**config.mk**
```make
export PLATFORM = sky130hd
export DESIGN_NAME = mitm_chunk_sequencer_flat
export DESIGN_NICKNAME = d
export VERILOG_FILES = /design/src/rtl/mitm_pkg.sv /design/src/rtl/mitm_chunk_sequencer_if.sv /design/src/rtl/mitm_chunk_sequencer_chunk_requester.sv /design/src/rtl/mitm_chunk_sequencer.sv /design/src/flat_wrapper.sv
export SDC_FILE = /design/constraint.sdc
export NUM_CORES = 1
export LEC_CHECK = 0
export ABC_AREA = 1
export BUFFER_PORTS_ARGS = -buffer_cell sky130_fd_sc_hd__buf_2
export CAP_MARGIN = 0
export CORE_MARGIN = 5
export CORE_UTILIZATION = 44
export DETAILED_ROUTE_END_ITERATION = 8
export PLACE_DENSITY = 0.74
export SLEW_MARGIN = 15
export SYNTH_ARGS = -nofsm -noshare
export SYNTH_HDL_FRONTEND = slang
export SYNTH_HIERARCHICAL = 1
export SYNTH_SLANG_ARGS = --single-unit
```
**constraint.sdc**
```tcl
create_clock -name sys_clk -period 1.65 [get_ports sys_clk]
set_clock_uncertainty 0.1 [all_clocks]
set_input_delay 0.2475 -clock sys_clk [delete_from_list [all_inputs] [get_ports sys_clk]]
set_output_delay 0.2475 -clock sys_clk [all_outputs]
set_load 0.05 [all_outputs]
```
**src/rtl/mitm_pkg.sv**
```systemverilog
// mitm_pkg
// Shared definitions for the MITM chunk sequencer slice:
//   - opcode constants carried in the top bits of the command chunk
//   - state encodings for the top sequencer and the chunk requester
//   - default command / data / opcode sizes
package mitm_pkg;

    localparam int DEF_CMD_SIZE     = 9;
    localparam int DEF_DATA_SIZE    = 8;
    localparam int DEF_OPCODE_WIDTH = 2;

    localparam logic [1:0] OP_NOP   = 2'b00;
    localparam logic [1:0] OP_WRITE = 2'b01;
    localparam logic [1:0] OP_READ  = 2'b10;
    localparam logic [1:0] OP_ERASE = 2'b11;

    // Top-level transaction sequencing. SEQ_CMD and SEQ_DATA cover the
    // REQ/WAIT_LO/WAIT_HI handshake, which the chunk requester runs.
    typedef enum logic [2:0] {
        SEQ_IDLE     = 3'd0,
        SEQ_CMD      = 3'd1,
        SEQ_DECODE   = 3'd2,
        SEQ_DATA     = 3'd3,
        SEQ_FIN      = 3'd4,
        SEQ_WAIT_END = 3'd5
    } seq_state_t;

    // Per-chunk handshake with bus control.
    typedef enum logic [1:0] {
        REQ_IDLE    = 2'd0,
        REQ_PULSE   = 2'd1,
        REQ_WAIT_LO = 2'd2,
        REQ_WAIT_HI = 2'd3
    } req_state_t;

endpackage

```
**src/rtl/mitm_chunk_sequencer_if.sv**
```systemverilog
// mitm_chunk_sequencer_if
// Bundle between the MITM sequencer and the SPI bus control block.
//   master modport (sequencer): drives chunk commands and fake data,
//                               reads bus status and captured chunks.
//   slave modport (bus control): the mirror image.
// Chunk data is left-aligned, MSB-first, in a BUF_SIZE-wide buffer.
interface mitm_chunk_sequencer_if #(
    parameter int BUF_SIZE         = 9,
    parameter int CHUNK_SIZE_WIDTH = $clog2(BUF_SIZE + 1)
);
    logic                        comm_active;
    logic                        bus_ready;
    logic [BUF_SIZE-1:0]         real_mosi_data;
    logic [BUF_SIZE-1:0]         real_miso_data;
    logic                        cmd_next_chunk;
    logic                        cmd_finish;
    logic [CHUNK_SIZE_WIDTH-1:0] next_chunk_size;
    logic                        fake_miso_select;
    logic                        fake_mosi_select;
    logic [BUF_SIZE-1:0]         fake_miso_data;
    logic [BUF_SIZE-1:0]         fake_mosi_data;

    modport master (
        input  comm_active, bus_ready, real_mosi_data, real_miso_data,
        output cmd_next_chunk, cmd_finish, next_chunk_size,
               fake_miso_select, fake_mosi_select, fake_miso_data, fake_mosi_data
    );

    modport slave (
        output comm_active, bus_ready, real_mosi_data, real_miso_data,
        input  cmd_next_chunk, cmd_finish, next_chunk_size,
               fake_miso_select, fake_mosi_select, fake_miso_data, fake_mosi_data
    );
endinterface

```
**src/rtl/mitm_chunk_sequencer_chunk_requester.sv**
```systemverilog
// chunk_requester
// Runs one chunk handshake with bus control:
//   go (1 cycle, with size) -> REQ pulse -> wait bus_ready low -> wait high.
// Ports:
//   sys_clk, rst      clock, synchronous active-high reset
//   go, size          start a request of 'size' bits
//   bus_ready         bus control idle / chunk captured
//   comm_active       bus transaction in progress; low aborts the request
//   cmd_next_chunk    one-cycle request pulse
//   next_chunk_size   size of the current request, held until the next go
//   done              one cycle: captured chunk data is valid
//   abort             one cycle: comm_active fell while a request was open
module chunk_requester
    import mitm_pkg::*;
#(
    parameter int CHUNK_SIZE_WIDTH = 4
) (
    input  logic                        sys_clk,
    input  logic                        rst,
    input  logic                        go,
    input  logic [CHUNK_SIZE_WIDTH-1:0] size,
    input  logic                        bus_ready,
    input  logic                        comm_active,
    output logic                        cmd_next_chunk,
    output logic [CHUNK_SIZE_WIDTH-1:0] next_chunk_size,
    output logic                        done,
    output logic                        abort
);

    req_state_t                  state_q;
    req_state_t                  state_d;
    logic [CHUNK_SIZE_WIDTH-1:0] size_q;

    always_ff @(posedge sys_clk) begin
        if (rst) begin
            state_q <= REQ_IDLE;
            size_q  <= '0;
        end else begin
            state_q <= state_d;
            if (go) begin
                size_q <= size;
            end
        end
    end

    // Abort wins over any bus_ready movement in the same cycle.
    always_comb begin
        state_d = state_q;
        if (state_q != REQ_IDLE && !comm_active) begin
            state_d = REQ_IDLE;
        end else begin
            case (state_q)
                REQ_IDLE:    if (go)         state_d = REQ_PULSE;
                REQ_PULSE:                   state_d = REQ_WAIT_LO;
                // bus_ready is still high for a cycle after the pulse;
                // only its fall marks the chunk as started.
                REQ_WAIT_LO: if (!bus_ready) state_d = REQ_WAIT_HI;
                REQ_WAIT_HI: if (bus_ready)  state_d = REQ_IDLE;
                default:                     state_d = REQ_IDLE;
            endcase
        end
    end

    always_comb begin
        cmd_next_chunk = (state_q == REQ_PULSE) && comm_active;
        done           = (state_q == REQ_WAIT_HI) && comm_active && bus_ready;
        abort          = (state_q != REQ_IDLE) && !comm_active;
    end

    assign next_chunk_size = size_q;

endmodule

```
**src/rtl/mitm_chunk_sequencer.sv**
```systemverilog
// mitm_chunk_sequencer
// MITM stage in front of the SPI bus control block. For each transaction
// it requests a command chunk, decodes opcode/address, then requests the
// data chunk. A READ of target_addr (with enable) gets fake_value on MISO.
// Optional macro MITM_WRITE_TAMPER_EN: a WRITE of target_addr (with enable)
// gets fake_value on MOSI; otherwise the MOSI fake path is tied to 0.
// Ports:
//   sys_clk, rst   clock, synchronous active-high reset
//   enable         substitution enable, sampled in DECODE
//   target_addr    address to tamper
//   fake_value     substitute data
//   bus            master side of mitm_chunk_sequencer_if (bus control link)
//   hit_count      substituted transactions, wraps at 255
//   last_data      real MISO data of the last READ
module mitm_chunk_sequencer
    import mitm_pkg::*;
#(
    parameter int BUF_SIZE         = 9,
    parameter int CHUNK_SIZE_WIDTH = $clog2(BUF_SIZE + 1),
    parameter int CMD_SIZE         = DEF_CMD_SIZE,
    parameter int OPCODE_WIDTH     = DEF_OPCODE_WIDTH,
    parameter int DATA_SIZE        = DEF_DATA_SIZE
) (
    input  logic                             sys_clk,
    input  logic                             rst,
    input  logic                             enable,
    input  logic [CMD_SIZE-OPCODE_WIDTH-1:0] target_addr,
    input  logic [DATA_SIZE-1:0]             fake_value,
    mitm_chunk_sequencer_if.master           bus,
    output logic [7:0]                       hit_count,
    output logic [DATA_SIZE-1:0]             last_data
);

    localparam int ADDR_W = CMD_SIZE - OPCODE_WIDTH;
    localparam logic [OPCODE_WIDTH-1:0] OPC_READ  = OPCODE_WIDTH'(OP_READ);
    localparam logic [OPCODE_WIDTH-1:0] OPC_WRITE = OPCODE_WIDTH'(OP_WRITE);

    function automatic logic [BUF_SIZE-1:0] align_data(input logic [DATA_SIZE-1:0] v);
        logic [BUF_SIZE-1:0] r;
        r = '0;
        r[BUF_SIZE-1 -: DATA_SIZE] = v;
        return r;
    endfunction

    seq_state_t state_q;
    seq_state_t state_d;

    logic                        req_go;
    logic [CHUNK_SIZE_WIDTH-1:0] req_size;
    logic                        req_done;
    logic                        req_abort;
    logic                        abort;

    logic [OPCODE_WIDTH-1:0] opcode;
    logic [ADDR_W-1:0]       addr;
    logic                    read_hit;
    logic                    write_hit;

    logic [OPCODE_WIDTH-1:0] opcode_q;
    logic                    miso_sel_q;
    logic [BUF_SIZE-1:0]     miso_data_q;
    logic [7:0]              hit_count_q;
    logic [DATA_SIZE-1:0]    last_data_q;

    // Low bits of the captured buffers carry nothing for the chunk sizes used.
    logic unused_bits;
    assign unused_bits = ^{bus.real_miso_data, bus.real_mosi_data};

    chunk_requester #(
        .CHUNK_SIZE_WIDTH(CHUNK_SIZE_WIDTH)
    ) u_req (
        .sys_clk        (sys_clk),
        .rst            (rst),
        .go             (req_go),
        .size           (req_size),
        .bus_ready      (bus.bus_ready),
        .comm_active    (bus.comm_active),
        .cmd_next_chunk (bus.cmd_next_chunk),
        .next_chunk_size(bus.next_chunk_size),
        .done           (req_done),
        .abort          (req_abort)
    );

    // SS dropping outside IDLE/WAIT_END abandons the transaction; bus
    // control has already cleared its own buffers.
    assign abort = req_abort ||
                   ((state_q != SEQ_IDLE) && (state_q != SEQ_WAIT_END) && !bus.comm_active);

    assign opcode   = bus.real_mosi_data[BUF_SIZE-1 -: OPCODE_WIDTH];
    assign addr     = bus.real_mosi_data[BUF_SIZE-1-OPCODE_WIDTH -: ADDR_W];
    assign read_hit = enable && (opcode == OPC_READ) && (addr == target_addr);
`ifdef MITM_WRITE_TAMPER_EN
    assign write_hit = enable && (opcode == OPC_WRITE) && (addr == target_addr);
`else
    assign write_hit = 1'b0;
`endif

    always_ff @(posedge sys_clk) begin
        if (rst) begin
            state_q <= SEQ_IDLE;
        end else begin
            state_q <= state_d;
        end
    end

    always_comb begin
        state_d = state_q;
        if (abort) begin
            state_d = SEQ_IDLE;
        end else begin
            case (state_q)
                SEQ_IDLE:     if (bus.comm_active && bus.bus_ready) state_d = SEQ_CMD;
                SEQ_CMD:      if (req_done)                         state_d = SEQ_DECODE;
                SEQ_DECODE:                                         state_d = SEQ_DATA;
                SEQ_DATA:     if (req_done)                         state_d = SEQ_FIN;
                SEQ_FIN:                                            state_d = SEQ_WAIT_END;
                SEQ_WAIT_END: if (!bus.comm_active)                 state_d = SEQ_IDLE;
                default:                                            state_d = SEQ_IDLE;
            endcase
        end
    end

    always_comb begin
        req_go         = 1'b0;
        req_size       = CHUNK_SIZE_WIDTH'(DATA_SIZE);
        bus.cmd_finish = 1'b0;
        if (!abort) begin
            case (state_q)
                SEQ_IDLE: begin
                    req_go   = bus.comm_active && bus.bus_ready;
                    req_size = CHUNK_SIZE_WIDTH'(CMD_SIZE);
                end
                SEQ_DECODE: req_go         = 1'b1;
                SEQ_FIN:    bus.cmd_finish = 1'b1;
                default: ;
            endcase
        end
    end

`ifdef MITM_WRITE_TAMPER_EN
    logic                mosi_sel_q;
    logic [BUF_SIZE-1:0] mosi_data_q;
`endif

    // Selects are registered in DECODE, i.e. before the data-chunk
    // request, so the data chunk never starts without them.
    always_ff @(posedge sys_clk) begin
        if (rst) begin
            opcode_q    <= '0;
            miso_sel_q  <= 1'b0;
            miso_data_q <= '0;
            hit_count_q <= '0;
            last_data_q <= '0;
`ifdef MITM_WRITE_TAMPER_EN
            mosi_sel_q  <= 1'b0;
            mosi_data_q <= '0;
`endif
        end else if (abort) begin
            miso_sel_q  <= 1'b0;
            miso_data_q <= '0;
`ifdef MITM_WRITE_TAMPER_EN
            mosi_sel_q  <= 1'b0;
            mosi_data_q <= '0;
`endif
        end else begin
            case (state_q)
                SEQ_DECODE: begin
                    opcode_q <= opcode;
                    if (read_hit) begin
                        miso_sel_q  <= 1'b1;
                        miso_data_q <= align_data(fake_value);
                    end
`ifdef MITM_WRITE_TAMPER_EN
                    if (write_hit) begin
                        mosi_sel_q  <= 1'b1;
                        mosi_data_q <= align_data(fake_value);
                    end
`endif
                    if (read_hit || write_hit) begin
                        hit_count_q <= hit_count_q + 8'd1;
                    end
                end
                SEQ_DATA: begin
                    // Real EEPROM value, kept even when MISO was faked.
                    if (req_done && opcode_q == OPC_READ) begin
                        last_data_q <= bus.real_miso_data[BUF_SIZE-1 -: DATA_SIZE];
                    end
                end
                SEQ_WAIT_END: begin
                    if (!bus.comm_active) begin
                        miso_sel_q <= 1'b0;
`ifdef MITM_WRITE_TAMPER_EN
                        mosi_sel_q <= 1'b0;
`endif
                    end
                end
                default: ;
            endcase
        end
    end

    assign bus.fake_miso_select = miso_sel_q;
    assign bus.fake_miso_data   = miso_data_q;
`ifdef MITM_WRITE_TAMPER_EN
    assign bus.fake_mosi_select = mosi_sel_q;
    assign bus.fake_mosi_data   = mosi_data_q;
`else
    assign bus.fake_mosi_select = 1'b0;
    assign bus.fake_mosi_data   = '0;
`endif
    assign hit_count = hit_count_q;
    assign last_data = last_data_q;

endmodule
```
**src/flat_wrapper.sv**
```systemverilog
// flat-port wrapper written by rule: the top's interface ports become plain ports
module mitm_chunk_sequencer_flat import mitm_pkg::*;
#(
    parameter int BUF_SIZE         = 9,
    parameter int CHUNK_SIZE_WIDTH = $clog2(BUF_SIZE + 1),
    parameter int CMD_SIZE         = DEF_CMD_SIZE,
    parameter int OPCODE_WIDTH     = DEF_OPCODE_WIDTH,
    parameter int DATA_SIZE        = DEF_DATA_SIZE
)
  (sys_clk, rst, enable, target_addr, fake_value, hit_count, last_data, bus_comm_active, bus_bus_ready, bus_real_mosi_data, bus_real_miso_data, bus_cmd_next_chunk, bus_cmd_finish, bus_next_chunk_size, bus_fake_miso_select, bus_fake_mosi_select, bus_fake_miso_data, bus_fake_mosi_data);
  mitm_chunk_sequencer_if #(.BUF_SIZE(BUF_SIZE), .CHUNK_SIZE_WIDTH(CHUNK_SIZE_WIDTH)) bus_i ();
  input  logic sys_clk;
  input  logic rst;
  input  logic enable;
  input  logic [CMD_SIZE-OPCODE_WIDTH-1:0] target_addr;
  input  logic [DATA_SIZE-1:0] fake_value;
  output logic [7:0] hit_count;
  output logic [DATA_SIZE-1:0] last_data;
  input wire logic [$bits(bus_i.comm_active)-1:0] bus_comm_active;
  input wire logic [$bits(bus_i.bus_ready)-1:0] bus_bus_ready;
  input wire logic [$bits(bus_i.real_mosi_data)-1:0] bus_real_mosi_data;
  input wire logic [$bits(bus_i.real_miso_data)-1:0] bus_real_miso_data;
  output wire logic [$bits(bus_i.cmd_next_chunk)-1:0] bus_cmd_next_chunk;
  output wire logic [$bits(bus_i.cmd_finish)-1:0] bus_cmd_finish;
  output wire logic [$bits(bus_i.next_chunk_size)-1:0] bus_next_chunk_size;
  output wire logic [$bits(bus_i.fake_miso_select)-1:0] bus_fake_miso_select;
  output wire logic [$bits(bus_i.fake_mosi_select)-1:0] bus_fake_mosi_select;
  output wire logic [$bits(bus_i.fake_miso_data)-1:0] bus_fake_miso_data;
  output wire logic [$bits(bus_i.fake_mosi_data)-1:0] bus_fake_mosi_data;
  assign bus_i.comm_active = bus_comm_active;
  assign bus_i.bus_ready = bus_bus_ready;
  assign bus_i.real_mosi_data = bus_real_mosi_data;
  assign bus_i.real_miso_data = bus_real_miso_data;
  assign bus_cmd_next_chunk = bus_i.cmd_next_chunk;
  assign bus_cmd_finish = bus_i.cmd_finish;
  assign bus_next_chunk_size = bus_i.next_chunk_size;
  assign bus_fake_miso_select = bus_i.fake_miso_select;
  assign bus_fake_mosi_select = bus_i.fake_mosi_select;
  assign bus_fake_miso_data = bus_i.fake_miso_data;
  assign bus_fake_mosi_data = bus_i.fake_mosi_data;
  mitm_chunk_sequencer #(.BUF_SIZE(BUF_SIZE), .CHUNK_SIZE_WIDTH(CHUNK_SIZE_WIDTH), .CMD_SIZE(CMD_SIZE), .OPCODE_WIDTH(OPCODE_WIDTH), .DATA_SIZE(DATA_SIZE)) u_core (.sys_clk(sys_clk), .rst(rst), .enable(enable), .target_addr(target_addr), .fake_value(fake_value), .bus(bus_i), .hit_count(hit_count), .last_data(last_data));
endmodule
```
Word-level counts from Yosys, hierarchy flattened
Cells that the tools add are included.
{ "word_totals": {"ff_bits": 36, "elab_cells": 74, "out_inout_bits": 42, "input_bits": 38} }
{ "classes": {"bitwise_logic": 1, "n_eq_ne": 20, "add_sub_neg": 1, "n_mux": 18, "n_reduce_logical": 26} }
{ "op_table": {"columns": ["op", "count"], "rows": [
  ["3-bit case mux with 6 select lines", 1],
  ["3-bit 2-to-1 mux", 4],
  ["3-bit AND reduction", 4],
  ["1-bit logical AND", 10],
  ["2-bit by 1-bit inequality test with 1-bit output, second input constant", 5],
  ["8-bit by 1-bit adder with 8-bit output, second input constant", 1],
  ["2-bit == test, second input constant", 4],
  ["2-bit case mux with 4 select lines", 1],
  ["7-bit == test", 1],
  ["3-bit by 2-bit == test with 1-bit output, second input constant", 2],
  ["3-bit == test, second input constant", 2],
  ["1-bit 2-to-1 mux", 6],
  ["2-bit 2-to-1 mux", 3],
  ["2-bit inequality test, second input constant", 3],
  ["4-bit 2-to-1 mux", 1],
  ["1-bit case mux with 2 select lines", 2],
  ["2-bit AND reduction", 2],
  ["4-bit AND reduction", 1],
  ["2-bit nonzero test", 2],
  ["2-bit OR reduction", 2],
  ["3-bit by 1-bit == test with 1-bit output, second input constant", 1],
  ["3-bit logical NOT", 1],
  ["3-bit inequality test, second input constant", 1],
  ["3-bit nonzero test", 1],
  ["5 further kinds", 5]
]} }

Depth between registers and ports, before layout
Gate-level depths: netlist (run 1).
{ "logic_depth": {"depth_word": 7, "depth_mapped": 14, "ltp_nobuf": 14} }

Hierarchy
Netlist (run 1), hierarchy kept.
{ "modules_own_cells": {"columns": ["mod", "area_each_um2", "seq_area_each_um2", "instances", "cells_each"], "rows": [
  ["mitm_chunk_sequencer", 1717.9, 600.6, 1, 264],
  ["chunk_requester", 342.8, 120.1, 1, 51]
]} }

Worst setup path before layout (run 1)
OpenSTA, ideal clock, no wires.
{ "synth_path": {"path_type": "flip-flop to output port", "start": "reg u_core.u_req.state_q[0]", "end": "out bus_cmd_finish", "required_ns": 1.302, "setup_slack_ns": -0.544, "arrival_time_ns": 1.847, "path_buffers": 0, "path_stages_with_launch": 7, "cell_sequence": "dfxtp_1 inv_1 ha_1 nor2_1 inv_1 nand2_2 nor3_1"} }
{ "synth_between": {"elab_chain_cells": 4} }
{ "synth_rtl": {"columns": ["element", "line", "rtl"], "rows": [
  ["start: declaration", "mitm_chunk_sequencer_chunk_requester.sv:30", "req_state_t state_q;"],
  ["start signal: assignment", "mitm_chunk_sequencer_chunk_requester.sv:39", "state_q <= state_d;"],
  ["2-bit nonzero test", "mitm_chunk_sequencer_chunk_requester.sv:67", "abort = (state_q != REQ_IDLE) && !comm_active;"],
  ["1-bit logical AND", "mitm_chunk_sequencer_chunk_requester.sv:67", null],
  ["net u_core.req_abort", "mitm_chunk_sequencer.sv:51", "logic req_abort;"],
  ["1-bit logical OR", "mitm_chunk_sequencer.sv:86", "assign abort = req_abort ||"],
  ["1-bit 2-to-1 mux", "mitm_chunk_sequencer.sv:127", "if (!abort) begin"],
  ["end: declaration", "flat_wrapper.sv:24", "output wire logic [$bits(bus_i.cmd_finish)-1:0] bus_cmd_finish;"]
]} }
The timed path passes the listed nets, and every way through them passes these cells.

Final worst setup path (run 1)
{ "layout_path": {"start": "reg u_core.u_req.state_q[1]", "end": "out bus_cmd_finish"} }
The elaborated chain is that of the path after synthesis.

==> results summary, run 1 <==
The setup total negative slack came out at -16.9 ps. The area of placed instances is roughly 2500 um2. Input and output buffers added on the ports amount to between 60 and 70. The total setup violations reported at the end of the flow is 1. The tightest min-delay check is of the in -> reg type. The count of nets left with antenna violations once routing finished came out at 0. The switching portion of total power is a little over two fifths.

The classification of the worst setup path is reg -> out. The post-route non-filler standard cell count came out at around 460. The detailed-route via count came out at ~2100. Of the total power, registers draw 29.1%. The async set-or-reset flop fraction in the synthesized netlist is 0%. The final setup slack of the worst path is -16.9 ps.

The core area is about 4400 um2. The number of global-route vias before repair is 1838. The data arrival time of the worst path is 1320 ps.

The clock transition at the register clock pins on the worst setup and hold paths after CTS came out at about 70 ps. Dividing the detail-routed wire length by the instance count gives approximately 11 um. The flip-flop and latch count after synthesis is 36. Hold repair after CTS inserted 0 buffers. The number of cells after detailed placement is ~450.

Cells with a size suffix above 1 make up 35.0% of the layout. The tool flagged a number of max-cap violations equal to 0. The worst supply voltage drop on vdd came out at roughly 1200 uV. The global-route usage over all layers came out at 15.8%. The filler cell count in the final layout is ~410. The clock net in this run drives a total of 36 sinks.

STA classifies the critical path startpoint as a register. Static timing analysis puts the maximum clock frequency at between 0.5 and 0.6 GHz. TritonCTS built the clock tree. The cell area that synthesis handed to floorplanning was between 2000 and 2500 um2. The total net switching power is 1.62 mW. The CTS root buffer is clkbuf_8. The H-tree was split into 2 levels. The combinational share of power came out at 55.4%.

After detailed routing, the number of remaining DRC violations is 0. The floorplan step set the die height to 78.4 um. In this run the worst path has a maximum fanout of 3. The number of antenna diodes in the final layout is 0. By instance count, the cell type seen most on the critical path is inv_2. The last weighted congestion value of the routability-driven placer came out at 0.835. For this run, the slowest stage of the critical path takes ~320 ps. The number of pins with negative max-slew slack in the final report came out at 0. Power spread over the standard cell area amounts to 1330 nW/um2. The family with the most delay on the worst path is flip-flops.

Relative to the synthesized area, the layout overhead comes to 37.3%. The maximum clock path buffer count came out at 2. The post-detailed-route via-to-cell ratio came out at roughly 4.6. The aggregate global routing overflow came out at 0. The number of antenna violations at the first check in global routing is 0.

The number of clock buffers added by TritonCTS is 5. The HPWL after detailed placement is between 3000 and 4000 um. For this run, the number of Yosys warnings is 6. Row generation in the floorplan step produced 24 rows.

The final-stage net count came out at between 400 and 500. The I/O pin count came out at 80. Per report_power, the clock group accounts for 15.5% of the total. At the later pin of the worst-skew pair, clock insertion delay measures approximately 280 ps. The count of buffer and inverter cells on the critical path is 3.

The die area is slightly above 6000 um2. After synthesis, flip-flops and latches occupy a little over a third of the total area. The number of distinct library cell variants in the gate-level netlist after synthesis came out at 29. The internal power came out at about 2.1 mW. Timing analysis after detailed placement gives a worst setup slack of -186 ps.

In this run, the number of DRC markers left after iteration 0 of detailed routing was 83. The floorplan die width came out at around 78 um. The synthesized instance count came out at 315. A synthesized cell averages between 6 and 7 um2. The wire length of the first global-routing pass came out at around 8000 um. The number of enable flip-flop cells after synthesis came out at 0. The largest net degree at the start of global routing is 13. STA puts the critical path data required time at between 1000 and 1500 ps. The final number of hold-violating endpoints came to 0. STA classifies the critical path endpoint as an output port. The share of the core filled with cells in the final layout came out at roughly 64%. The largest individual stage delay along the critical path comes from the cell dfxtp_2. The run finished, with violations left. The dominant synthesized flop cell is dfxtp_1. Once the floorplan was initialized, standard cells occupied a little under half of the core.

The overall routed net length is approximately 5200 um. The leakage power of the design is about 1.5 nW. The final standard cell area without fillers came out at between 2000 and 3000 um2. The pre-antenna-repair detailed-routing pass consisted of 4 iterations. The signal on the critical path passes through inv_2 -> ha_4 -> nor2_4 -> inv_2 -> nand2_4 -> nor3_4 -> buf_6. Setup repair after global routing could not meet its margin everywhere. The minimum clock period is approximately 1700 ps.

The final reports fail on setup timing. Dividing the final minimum period by the clock period gives 101%.
==> layout make-up <==
type | count | area, um2 | area share, %
Multi-Input combinational cell | 226 | 1220 | 43.1
Timing Repair Buffer | 93 | 548 | 19.4
Inverter | 49 | 189 | 6.68
Clock inverter | 1 | 5.00 | 0.177
Tap cell | 52 | 65.1 | 2.30
Clock buffer | 6 | 72.6 | 2.56
Sequential cell | 36 | 729 | 25.8
==> worst reg2reg max path, stage by stage, from the launching register on <==
cell     delay (ps)
dfxtp_2         340
inv_2            50
ha_4            160
nor2_4          110
inv_2            60
nand2_4          70
buf_4           130
inv_6            40
nand2_4          60
o21ai_4          60
inv_2            70
buf_6           110
nand2_1          70
a21oi_2         130
==> worst paths after layout <==
path	cells past startpoint	to	start	slack, ps
hold reg to reg	2	u_core/last_data[7]	u_core/last_data[7]	360
hold / removal	3	u_core/bus.fake_miso_data[5]	fake_value[4]	120
setup reg to reg	13	u_core/u_req/next_chunk_size[1]	u_core/u_req/state_q[0]	20
setup / recovery	7	bus_cmd_finish	u_core/u_req/state_q[1]	-20
==> metal layers <==
| layer | GRT usage (%) | vias to the layer above | share of wire (%) | wire, um |
|---|---|---|---|---|
| li1 | - | 1142 | - | - |
| met1 | 20.4 | 944 | 43 | 2250 |
| met2 | 25.9 | 57 | 50 | 2600 |
| met3 | 4.23 | 4 | 5.9 | 308 |
| met4 | 4.37 | 0 | 0.92 | 48 |
| met5 | 0 | - | 0 | 0 |
==> flip-flops by register name, indices dropped and copies added, names as in the netlist <==
register / count
u_core/bus.fake_miso_select: 1
u_core/bus.fake_miso_data: 8
u_core/last_data: 8
u_core/u_req/next_chunk_size: 4
u_core/hit_count: 8
u_core/u_req/state_q: 2
u_core/opcode_q: 2
u_core/state_q: 3
==> logic make-up (layout without fill, tap and decap cells) <==
kind of cell    count (synthesis)  in the layout  share of synthesized area [%]
simple gates                  170            170                           37.0
compound gates                 36             36                           8.99
xor+xnor                        1              1                          0.425
flops                          36             36                           35.0
buf+inv                        65            149                           15.2
other cells                     2             14                          0.364
fa+ha+maj                       5              5                           3.04
==> cells in the mapped netlist (2+ instances only) <==
| cell type | instances | area, um2 |
|---|---|---|
| a21oi_1 | 17 | 85.1 |
| nand3b_1 | 2 | 15.0 |
| conb_1 | 2 | 7.51 |
| buf_4 | 12 | 90.1 |
| nor2_2 | 3 | 18.8 |
| inv_1 | 45 | 169 |
| nand2_1 | 75 | 282 |
| nand3_1 | 20 | 100 |
| inv_2 | 3 | 11.3 |
| nor2_1 | 50 | 188 |
| o21ai_0 | 17 | 85.1 |
| nand3_2 | 2 | 20.0 |
| ha_1 | 5 | 62.6 |
| nor3_1 | 3 | 15.0 |
| nand4_1 | 5 | 31.3 |
| nand2_2 | 6 | 37.5 |
| dfxtp_1 | 36 | 721 |
==> metrics by stage <==
step | hold WS (ps) | total power [mW]
2_1_floorplan | 217 | 2.14
3_3_place_gp | 345 | 2.50
3_5_place_dp | 352 | 2.52
4_1_cts | 108 | 3.34
5_1_grt | 111 | 4.02
6_report | 115 | 3.75
==> cell usage in the layout (no fill, tap or decap), types with 2 or more instances in the layout <==
cell,Yosys,routed
ha_4,0,2
nand2_4,0,4
nand3b_1,2,2
nand3_1,20,18
nor2_4,1,6
nand2_1,75,71
conb_1,2,14
nand2_2,6,6
nand3_4,1,2
buf_2,0,66
a21oi_2,0,5
buf_6,1,4
buf_4,12,23
nor3_1,3,2
dfxtp_2,0,4
ha_1,5,3
o21ai_0,17,14
a21oi_1,17,12
clkbuf_8,0,5
nand3_2,2,3
nand4_1,5,5
nor2_1,50,47
dfxtp_1,36,31
inv_1,45,41
inv_2,3,6
==> what timing repair did <==
item | 4_1_cts | 5_1_grt
pin swaps | 4 | 8
cloned | 1 | 0
buffers inserted | 6 | 5
resized for setup | 13 | 38
setup endpoints to repair | 20 | 36
==> power groups by stage <==
stage	sequential, mW	combinational, mW	clock, mW
after floorplan	1.15	0.990	0
after global placement	1.05	1.44	0
after CTS	1.05	1.69	0.605
final	1.09	2.08	0.583
after global routing	1.10	2.27	0.657
after detailed placement	1.06	1.46	0
Power figures use the tool's default switching activity.
==> run 2: changes to the inputs <==
- ABC_AREA: 1 -> default
- CORE_UTILIZATION: 44 -> 43
==> results summary, run 2 <==
The remaining number of nets flagged by the antenna check after routing is 0. The clock transition at the register clock pins on the worst setup and hold paths after CTS came out at ~70 ps. The async set-or-reset flop fraction in the synthesized netlist is 0%. After synthesis, the most frequently instantiated cells are dfxtp_1, nor2_1, mux2i_1.

The global-route usage over all layers came out at between 10% and 20%. The die area came out at about 5700 um2. Clock latency on the worst-skew pair, taken at its later pin, is 290 ps.

The post-detailed-route via-to-cell ratio is 4.87. After synthesis, the netlist uses 40 different library cells. The last weighted congestion value of the routability-driven placer came out at roughly 0.83. The share of the core filled with cells in the final layout came out at between 60% and 70%. The library cells used most frequently in the layout, excluding fill and tap cells, are buf_2, dfxtp_1, buf_4.

The number of diodes added for antenna fixing came out at 0. The wire length of the first global-routing pass is roughly 7300 um. The final hold slack is between 80 and 90 ps. The sink count of the clock tree is 36. Counting flops and latches in the post-synthesis netlist gives 36. The flow ran to the end, but the final reports show violations. The floorplan die width came out at ~75 um.

Broken down by cell family, the worst path's largest delay share belongs to simple AND/OR/NAND/NOR gates. The HPWL after detailed placement came out at between 3000 and 4000 um. STA classifies the critical path startpoint as a register.

The synthesized instance count came out at between 150 and 200. The worst supply voltage drop on vdd came out at 627 uV. The number of pins with negative max-slew slack in the final report came out at 0. The critical path in this run is classified as reg -> reg.

The deepest level of the CTS H-tree came out at 2. The number of antenna violations at the first check in global routing is 0. The detailed router finished its first iteration with 83 violations. The signal on the critical path passes through ha_4 -> and3_4 -> nand2_4 -> or4b_4 -> nor3_4 -> buf_12 -> mux2i_1 -> nor2_1. The final standard cell area without fillers came out at roughly 2700 um2. Setup repair after global routing could not meet its margin everywhere. The analysis attributes to cell leakage a power of 1.32 nW. The region available for standard cell placement spans 4090 um2. The vertical die dimension came out at 75.4 um. The aggregate global routing overflow came out at 0.

The sequential element share of the synthesized area is 39.2%. During I/O placement, the number of pins put on the boundary was 80. The detailed-route via count is about 1700.

The clock buffer count from CTS came out at 5. The area share of the largest cell type after synthesis is around two fifths. Entering global routing, the biggest net connects 18 pins. Leaving out fill and tap cells, the most frequent cell in the layout is buf_2.

The max-cap violation count is 0. After detailed placement, the total cell area comes to 2460 um2. Setup total negative slack on the finished layout was measured at -6690 ps. The fraction of layout instances using a drive strength above 1 is between 40% and 50%. The synthesized area came out at about 1800 um2. In this run the tool buffered the top-level ports with 67 buffer cells. In the post-synthesis netlist, the cell with the most instances is dfxtp_1. The synthesized area per cell is between 9 and 10 um2. Yosys attributes the largest share of cell area to dfxtp_1, mux2i_1, nor2_1, buf_4, xor2_1.

The worst hold path class is in -> reg. The highest net fanout along the worst path is 8. The maximum frequency from static timing analysis is roughly 0.5 GHz. The number of synthesis warnings came out at 6. The critical path endpoint category is a register.

The CTS root buffer is clkbuf_8. The detailed-router iteration count before antenna repair came out at 4. Data on the critical path is required at its endpoint by approximately 1700 ps. The filler cell count in the final layout is 330. The final-stage net count is between 300 and 400.

The initial standard-cell utilization of the core is between 40% and 50%. Setup violations remaining at the end of the flow were counted as 38. The DRC violation count after routing came out at 0. The relative area change from synthesis to final layout came out at 49.0%.

Counting I/O delays and the setup requirement, the final critical path takes about 2000 ps. The overall routed net length came out at around 4600 um. The number of enable flip-flop cells after synthesis is 0. The data arrival time of the worst path came out at 2070 ps. Setup slack on the critical path of the routed design comes to -343 ps. Among all stages on the critical path, the largest delay is contributed by or4b_4. For this run, the leading register cell type out of synthesis is dfxtp_1. The number of rows in the core area came out at 23.

Together, buffers and inverters on the worst path number 1. The checks that failed: setup timing. Dividing the detail-routed wire length by the instance count gives roughly 13 um. TritonCTS built the clock tree. Dividing the final minimum period by the clock period gives 121%. The number of global-route vias before repair is about 1700. The cell accounting for the most synthesized area is dfxtp_1. The largest single stage delay on the critical path is approximately 490 ps.

The power per cell area came out at 896 nW/um2. The number of hold buffers added after CTS was 0. The maximum clock path buffer count is 2.

The final number of hold-violating endpoints was 0.
==> run 2: changes by cell type after synthesis, sizes merged, moves of 4 or more <==
| cell | change |
|---|---|
| nand2 | -74 |
| or3 | +4 |
| nand2b | +5 |
| xor2 | +10 |
| mux2i | +24 |
| inv | -45 |
| o21ai | -11 |
| a21oi | -6 |
| nor2 | -25 |
| nand3 | -20 |
==> run 2: what timing repair did <==
action,in CTS,in global routing
setup buffers,6,0
setup endpoints to repair,38,38
resized for setup,17,8
pin swaps,16,6
gates cloned,1,0
==> run 2: layout make-up <==
| cell class | instances | area (um2) | share of cell area (%) |
|---|---|---|---|
| clock buffers | 5 | 68.8 | 2.51 |
| clock inverters | 3 | 42.5 | 1.55 |
| repair buffers | 105 | 691 | 25.2 |
| multi-input cells | 149 | 1140 | 41.5 |
| well taps | 50 | 62.6 | 2.28 |
| flip-flops and latches | 36 | 726 | 26.5 |
| inverters | 3 | 13.8 | 0.502 |
==> run 2: worst reg2reg max path: stages, from the launching register on <==
cell,delay [ps]
dfxtp_2,350
ha_4,130
and3_4,180
nand2_4,40
or4b_4,490
nor3_4,180
buf_12,160
mux2i_1,200
nor2_1,60
==> run 2: kinds of logic after synthesis <==
group,Yosys count,synth area share [%]
compound gates,22,7.48
xor+xnor,10,4.76
fa+ha+maj,5,3.40
buf+inv,22,7.89
flops,36,39.2
mux,24,13.1
other cells,2,0.408
simple gates,73,23.8
==> run 2: worst paths after layout <==
kind,startpoint,to,slack (ps),cells past startpoint
worst max-delay path,u_core/u_req/state_q[1],u_core/last_data[3],-340,8
worst min-delay path,fake_value[6],u_core/bus.fake_miso_data[7],90,3
worst max register to register,u_core/u_req/state_q[1],u_core/last_data[3],-340,8
worst min register to register,u_core/bus.fake_miso_select,u_core/bus.fake_miso_select,370,2
==> run 2: metal layers <==
layer / share of wire [%] / global-route usage, % / routed length, um / vias to the layer above
met2: 50 / 29.2 / 2320 / 60
li1: - / - / - / 854
met3: 7.9 / 5.67 / 369 / 4
met1: 42 / 19.6 / 1930 / 793
met5: 0 / 0 / 0 / -
met4: 0.58 / 4.66 / 27 / 0
==> run 2: through the flow <==
stage | setup WS [ps] | total power [mW] | cells
after floorplan | -437 | 1.33 | 206
final | -343 | 2.46 | 351
after detailed placement | -421 | 1.53 | 336
after global routing | -421 | 2.56 | 351
after global placement | -373 | 1.51 | 336
after CTS | -359 | 2.45 | 351
==> run 2: where the power goes <==
group / switching [mW] / leakage [nW] / internal, mW
clock network: 0.325 / 0.0541 / 0.447
registers: 0.0258 / 0.292 / 0.899
logic: 0.400 / 0.972 / 0.358
